File: config.mk
export PLATFORM = sky130hd
export DESIGN_NAME = fetch_ctrl
export DESIGN_NICKNAME = d
export VERILOG_FILES = /design/src/rtl/fetch_ctrl.sv
export SDC_FILE = /design/constraint.sdc
export NUM_CORES = 1
export LEC_CHECK = 0
export BUFFER_PORTS_ARGS = -buffer_cell sky130_fd_sc_hd__buf_2
export CAP_MARGIN = 20
export CORE_AREA = 5 5 169 171
export DETAILED_ROUTE_END_ITERATION = 10
export DIE_AREA = 0 0 174 176
export GPL_TIMING_DRIVEN = 0
export PLACE_DENSITY = 0.54
export SETUP_SLACK_MARGIN = 0.05
export SYNTH_ARGS = -nofsm -noshare
export SYNTH_HDL_FRONTEND = slang
export SYNTH_SLANG_ARGS = --single-unit
File: constraint.sdc
create_clock -name clk -period 5.5 [get_ports clk]
set_clock_uncertainty 0.15 [all_clocks]
set_input_delay 1.1 -clock clk [delete_from_list [all_inputs] [get_ports clk]]
set_output_delay 1.1 -clock clk [all_outputs]
set_load 0.01 [all_outputs]
File: src/rtl/fetch_ctrl.sv
// fetch_ctrl: instruction-fetch sequencer in front of the icache read port.
//
// Owns the PC and keeps at most one icache read outstanding. A redirect
// (jump_en) always wins: a read that is already accepted is marked stale and
// its data is dropped when it completes. A fetched instruction is held on
// out_* until IF/ID accepts it (out_valid=1 and full_stall=0).
//
// Ports:
//   clk, rst           clock (rising edge); asynchronous reset, active-low
//   jump_en/jump_addr  redirect request and target (target is word-aligned here)
//   jump_stall         blocks launching a new fetch
//   full_stall         downstream cannot take the held instruction
//   ic_read_flag       icache read request (registered)
//   ic_addr            icache read address (registered, holds between requests)
//   ic_read_data       icache data, valid with ic_done
//   ic_busy            icache cannot accept a request this cycle
//   ic_done            single-cycle read-complete pulse
//   out_valid          out_inst/out_pc hold a valid instruction
//   out_inst, out_pc   fetched instruction and its PC
//   flush_cnt          saturating count of discarded reads / held instructions
module fetch_ctrl #(
  parameter int                ADDR_W   = 32,
  parameter int                INST_W   = 32,
  parameter logic [ADDR_W-1:0] RESET_PC = '0,
  parameter int                CNT_W    = 16
) (
  input  logic              clk,
  input  logic              rst,
  input  logic              jump_en,
  input  logic [ADDR_W-1:0] jump_addr,
  input  logic              jump_stall,
  input  logic              full_stall,
  output logic              ic_read_flag,
  output logic [ADDR_W-1:0] ic_addr,
  input  logic [INST_W-1:0] ic_read_data,
  input  logic              ic_busy,
  input  logic              ic_done,
  output logic              out_valid,
  output logic [INST_W-1:0] out_inst,
  output logic [ADDR_W-1:0] out_pc,
  output logic [CNT_W-1:0]  flush_cnt
);

  typedef enum logic [2:0] {
    S_IDLE,  // waiting to launch a fetch
    S_REQ,   // request presented, waiting for ic_busy=0
    S_WAIT,  // request accepted, waiting for ic_done
    S_DROP,  // accepted request went stale; swallow its ic_done
    S_HOLD   // instruction presented to IF/ID
  } state_t;

  state_t            r_state, w_state_next;
  logic [ADDR_W-1:0] r_pc, w_pc_next;
  logic              r_ic_read_flag, w_ic_read_flag_next;
  logic [ADDR_W-1:0] r_ic_addr, w_ic_addr_next;
  logic              r_out_valid, w_out_valid_next;
  logic [INST_W-1:0] r_out_inst, w_out_inst_next;
  logic [ADDR_W-1:0] r_out_pc, w_out_pc_next;
  logic [CNT_W-1:0]  r_flush_cnt, w_flush_cnt_next;

  logic [ADDR_W-1:0] w_target;
  logic [ADDR_W-1:0] w_pc_inc;
  logic              w_accept;
  logic              w_handoff;
  logic              w_flush_inc;

  // Masking the low two bits keeps every jump_addr bit in use.
  assign w_target  = jump_addr & ~ADDR_W'(3);
  assign w_pc_inc  = r_pc + ADDR_W'(4);
  assign w_accept  = r_ic_read_flag & ~ic_busy;
  assign w_handoff = r_out_valid & ~full_stall;

  always_comb begin
    w_state_next     = r_state;
    w_pc_next        = r_pc;
    w_out_valid_next = r_out_valid;
    w_out_inst_next  = r_out_inst;
    w_out_pc_next    = r_out_pc;
    w_flush_inc      = 1'b0;

    case (r_state)
      S_IDLE: begin
        if (jump_en) begin
          w_pc_next = w_target;
        end else if (!jump_stall && !full_stall) begin
          w_state_next = S_REQ;
        end
      end
      S_REQ: begin
        if (jump_en) begin
          w_pc_next = w_target;
          if (w_accept) begin
            // The icache took the old address; its data must be thrown away.
            w_state_next = S_DROP;
            w_flush_inc  = 1'b1;
          end else begin
            w_state_next = S_IDLE;
          end
        end else if (w_accept) begin
          w_state_next = S_WAIT;
        end
      end
      S_WAIT: begin
        if (jump_en) begin
          w_pc_next    = w_target;
          w_flush_inc  = 1'b1;
          w_state_next = ic_done ? S_IDLE : S_DROP;
        end else if (ic_done) begin
          w_out_inst_next  = ic_read_data;
          w_out_pc_next    = r_pc;
          w_out_valid_next = 1'b1;
          w_pc_next        = w_pc_inc;
          w_state_next     = S_HOLD;
        end
      end
      S_DROP: begin
        if (jump_en) begin
          w_pc_next = w_target;
        end
        if (ic_done) begin
          w_state_next = S_IDLE;
        end
      end
      S_HOLD: begin
        if (jump_en) begin
          w_out_valid_next = 1'b0;
          w_pc_next        = w_target;
          w_state_next     = S_IDLE;
          // Only a held instruction that IF/ID did not take counts as flushed.
          w_flush_inc      = ~w_handoff;
        end else if (!full_stall) begin
          w_out_valid_next = 1'b0;
          w_state_next     = jump_stall ? S_IDLE : S_REQ;
        end
      end
      default: begin
        w_state_next = S_IDLE;
      end
    endcase

    // Request outputs are registered from the next state so they line up
    // exactly with the REQ state.
    w_ic_read_flag_next = (w_state_next == S_REQ);
    w_ic_addr_next      = (w_state_next == S_REQ) ? w_pc_next : r_ic_addr;

    if (w_flush_inc && (r_flush_cnt != {CNT_W{1'b1}})) begin
      w_flush_cnt_next = r_flush_cnt + CNT_W'(1);
    end else begin
      w_flush_cnt_next = r_flush_cnt;
    end
  end

  always_ff @(posedge clk or negedge rst) begin
    if (!rst) begin
      r_state        <= S_IDLE;
      r_pc           <= RESET_PC;
      r_ic_read_flag <= 1'b0;
      r_ic_addr      <= '0;
      r_out_valid    <= 1'b0;
      r_out_inst     <= '0;
      r_out_pc       <= '0;
      r_flush_cnt    <= '0;
    end else begin
      r_state        <= w_state_next;
      r_pc           <= w_pc_next;
      r_ic_read_flag <= w_ic_read_flag_next;
      r_ic_addr      <= w_ic_addr_next;
      r_out_valid    <= w_out_valid_next;
      r_out_inst     <= w_out_inst_next;
      r_out_pc       <= w_out_pc_next;
      r_flush_cnt    <= w_flush_cnt_next;
    end
  end

  assign ic_read_flag = r_ic_read_flag;
  assign ic_addr      = r_ic_addr;
  assign out_valid    = r_out_valid;
  assign out_inst     = r_out_inst;
  assign out_pc       = r_out_pc;
  assign flush_cnt    = r_flush_cnt;

endmodule

=== Yosys cells after proc, flatten, opt, wreduce, memory -nomap -nowiden ===
Index checks and enable logic that the tools add are counted.

* Register bits: 149
* Input port bits: 71
* Logic and storage cells: 61

* Add/subtract/negate cells: 2
* Reductions and logical operators: 9
* Eq/ne operators: 9
* Bitwise logic cells: 6
* Multiplexer cells: 27

{| class="wikitable"
|+ Operators with widths
! kind !! number
|-
| 32-bit two-way mux || 3
|-
| 32-bit case mux with 2 select lines || 1
|-
| 32-bit by 3-bit adder with 32-bit output (second input constant) || 1
|-
| 3-bit two-way mux || 9
|-
| 16-bit by 1-bit adder with 16-bit output (second input constant) || 1
|-
| 16-bit inequality test (second input constant) || 1
|-
| 3-bit case mux with 5 select lines || 1
|-
| 1-bit two-way mux || 9
|-
| 3-bit by 1-bit == test with 1-bit output (second input constant) || 2
|-
| 3-bit by 2-bit == test with 1-bit output (second input constant) || 2
|-
| 2-bit two-way mux || 2
|-
| 2-bit inequality test (second input constant) || 2
|-
| 1-bit NOT || 4
|-
| 4-bit AND reduction || 1
|-
| 4-bit OR reduction || 1
|-
| 3-bit == test (second input constant) || 1
|-
| 3-bit logical NOT || 1
|-
| 3-bit inequality test (second input constant) || 1
|-
| 1-bit case mux with 3 select lines || 1
|-
| 3-bit AND reduction || 1
|-
| 1-bit AND || 2
|-
| 1-bit logical AND || 2
|-
| 1-bit logical NOT || 2
|-
| 1-bit case mux with 2 select lines || 1
|-
| 2-bit nonzero test || 1
|}

=== Longest topological paths before layout ===
* Word-level depth: 6
* Mapped depth: 8
* Mapped depth without buffers: 6

=== Worst setup path before layout ===
OpenSTA, ideal clock, no wires.

* Kind: input port to flip-flop
* Start point: in jump_en
* End point: reg r_pc[22]
* Arrival: 2.697 ns
* Path buffers: 4
* Stages on the path: 7
* Slack: 2.534 ns
* Cell sequence: clkbuf_1 buf_1 buf_2 clkbuf_1 mux2i_1 o21ai_0 a21bo_2

* Cells in the longest elaborated chain, start to end: 2

{| class="wikitable"
|+ Ends and longest elaborated chain
! what !! line !! source
|-
| start, declared || 29 || <nowiki>input logic jump_en,</nowiki>
|-
| 32-bit two-way mux, on equally long branches || -- ||
|-
| 32-bit case mux with 2 select lines (*) || 81 || <nowiki>case (r_state)</nowiki>
|-
| net w_pc_next[22] || 53 || <nowiki>logic [ADDR_W-1:0] r_pc, w_pc_next;</nowiki>
|-
| end signal, assigned || 165 || <nowiki>r_pc <= w_pc_next;</nowiki>
|-
| end, declared || 53 ||
|}

Mark *: on every way through the listed nets, which the timed path passes. The rest lies on a longest branch.
A chain may end at the register's enable or synchronous reset.

=== Final worst setup path ===
Ends and elaborated chain as after synthesis.

==> reports/metrics.cfg <==
[status]
status = completed

[synth]
ys.flop_type = dfrtp_1
syn_nets = 834
ys_types = 68
synth_edf_count = 0
synthesis.instances = 761
ys_seq_area_frac = 0.520
ys_warn_count = 0
synth-seq-cells = 149
netlist_area_um2 = 7160
avgSynthCellArea_um2 = 9.41
synth-async-reset-ratio = 1.00

[clocking]
numCtsBuffers = 17
cts_root_buf = clkbuf_16
post-cts-setup-buffers = 0
insertion_delay_ps = 430
cts_tree = built
post_cts_resized = 0
postCtsHoldBufs = 0
htreeDepth = 4
clock_path_buffers = 2
clkTransAtPathRegs_ps = 70
cts_sinks = 149

[worst_setup_path]
crit_slowest_cell = buf_1
reg2reg_slack_ps = 2570
path_max_fanout = 10
arrival_ps = 3590
worstSetupPathType = input pin to flop
cpPeakStageDelay_ps = 510
crit_required_ps = 5670
path_buf_inv = 5
path_cells = buf_2, clkbuf_1, buf_1, buf_2, clkbuf_1, mux2i_1, o21ai_0, a21bo_2
startpoint_type = input pin
cp-end-kind = flop
crit_family = buffers and inverters

[global_route]
grt_max_degree = 78
antenna_found_initial = 2
grt-ovfl-total = 0
grt_pass1_vias = 6375
gr-usage-all-layers = 0.160
grt_first_pass_wirelength_mm = 38.2

[cells_and_area]
syn2layout_area_growth_pct = 27.2
nets = 1035
final_cell_mix = 222 x nand2_1, 186 x buf_2, 149 x dfrtp_1
layout_commonest_cell = nand2_1
drive_gt1_frac = 0.274
fillers = 2853

[die]
die_y_um = 176
fp.dieW_um = 174
core_um2 = 26700
die-area_um2 = 30600
io_pins = 185
rows = 60
start_util = 0.268

[timing]
fmax_mhz = 292
setup_slack_ps = 2080
finalCritPeriodShare = 0.622
setup_viol_count_final = 0
grt_setup_unrepaired = no
maxSlewViolCount = 0
hold_violations = 0
fin_tns_setup_ps = 0
worst_pin_slew_ps = 1020
min_period_ps = 3420
slew-limit-headroom = 0.313

[detailed_routing]
wl_per_cell_um = 18.7
drt_pass1_iterations = 5
drtAntennaViolNets = 0
drt_iter0_markers = 552
routed_wl_mm = 24.6
viasPerCell = 4.91
drc = 0
num_vias = 6452

[power_and_ir_drop]
ir_drop_uv = 180
power.density_nw_per_um2 = 396
power_leakage_nw = 4.49
total_power_mw = 3.61

[hold_path]
hold_path.class = flop to flop

[placement]
dp_slack_ps = 1690
place.gp.congestion = 0.869
dp_hpwl_mm = 17.9
io_buffers = 181

[job]
cap_violations = 0

[state kept, by name, summed over array words and instances (netlist names)]
name / cells
flush_cnt: 16
ic_addr: 32
ic_read_flag: 1
out_inst: 32
out_pc: 32
out_valid: 1
r_pc: 32
r_state: 3
[tightest hold or removal path, delay by kind of cell (launching register included)]
kind	cells	cell delay [ps]
flip-flops	1	340
AND/OR/NAND/NOR	2	100
[logic make-up (layout without fill, tap and decap cells)]
| kind of cell | count (synthesis) | in the layout | synth area share |
|---|---|---|---|
| XOR/XNOR | 13 | 13 | 0.0159 |
| other | 0 | 1 | 0 |
| AND/OR/NAND/NOR | 359 | 359 | 0.228 |
| adder cells (fa/ha/maj) | 2 | 2 | 0.00349 |
| buffers and inverters | 63 | 274 | 0.0393 |
| multiplexers | 47 | 47 | 0.0718 |
| AO/OA/AOI/OAI | 128 | 128 | 0.121 |
| flip-flops | 149 | 149 | 0.520 |
[path summary, 6_finish.rpt]
kind	start	endpoint	cells past startpoint
worst max-delay path	jump_en	r_pc[22]	8
worst min-delay path	r_pc[0]	out_pc[0]	2
worst max register to register	r_state[2]	ic_addr[8]	7
worst min register to register	r_pc[0]	out_pc[0]	2
max in group asynchronous	rst	out_inst[8]	2
min in group asynchronous	rst	out_pc[18]	1
[Yosys cell counts, drive strengths merged (4+ instances only)]
| master | count | area, um2 |
|---|---|---|
| a311oi | 4 | 41.3 |
| clkbuf | 37 | 139 |
| a31oi | 7 | 43.8 |
| mux2 | 35 | 394 |
| nand4 | 18 | 119 |
| nor2 | 25 | 93.8 |
| nand2b | 4 | 25.0 |
| xnor2 | 13 | 114 |
| mux2i | 12 | 120 |
| a221oi | 4 | 35.0 |
| and2 | 6 | 37.5 |
| buf | 16 | 105 |
| inv | 9 | 33.8 |
| o221ai | 4 | 35.0 |
| o21ai | 44 | 220 |
| nor4 | 6 | 37.5 |
| nor3 | 15 | 75.1 |
| or4 | 5 | 41.3 |
| o31ai | 11 | 82.6 |
| o22ai | 6 | 37.5 |
| nand3b | 4 | 30.0 |
| nor2b | 4 | 25.0 |
| dfrtp | 149 | 3730 |
| a41oi | 4 | 35.0 |
| a32oi | 4 | 35.0 |
| nand3 | 23 | 120 |
| nand2 | 222 | 833 |
| and3 | 14 | 88.8 |
| a21oi | 12 | 60.1 |
[final cells by class]
cell class | count | area (um2) | area share
Antenna cell | 1 | 2.50 | 0.000275
Buffer | 53 | 244 | 0.0268
Clock buffer | 19 | 443 | 0.0486
Clock inverter | 10 | 134 | 0.0147
Inverter | 10 | 37.5 | 0.00412
Multi-Input combinational cell | 549 | 3150 | 0.346
Sequential cell | 149 | 3730 | 0.409
Tap cell | 341 | 427 | 0.0468
Timing Repair Buffer | 182 | 943 | 0.104
[through the flow]
stage	utilization	area [um2]	hold WS [ps]	cells
2_1_floorplan	-	7160	280	761
3_3_place_gp	0.318	8500	299	1283
3_5_place_dp	0.319	8530	304	1284
4_1_cts	0.341	9110	303	1313
5_1_grt	0.341	9110	321	1314
6_report	0.341	9110	306	1314
[routing by layer]
layer  vias up  wire [um]  track usage  part of all wire
met1      3078      11400        0.228              0.46
met2       245      10900        0.240              0.44
met4         2        659       0.0587             0.027
met3        39       1660       0.0366             0.067
met5         -         13            0           0.00053
li1       3088          -            -                 -
[where the power goes]
part           leakage, nW  total, mW  internal (mW)  switching [mW]
logic                 2.29      0.894          0.380           0.515
registers             1.92       1.53           1.36           0.165
clock network        0.280       1.19          0.715           0.473
total                 4.49       3.61           2.46            1.15
(Power assumes the default switching activity.)
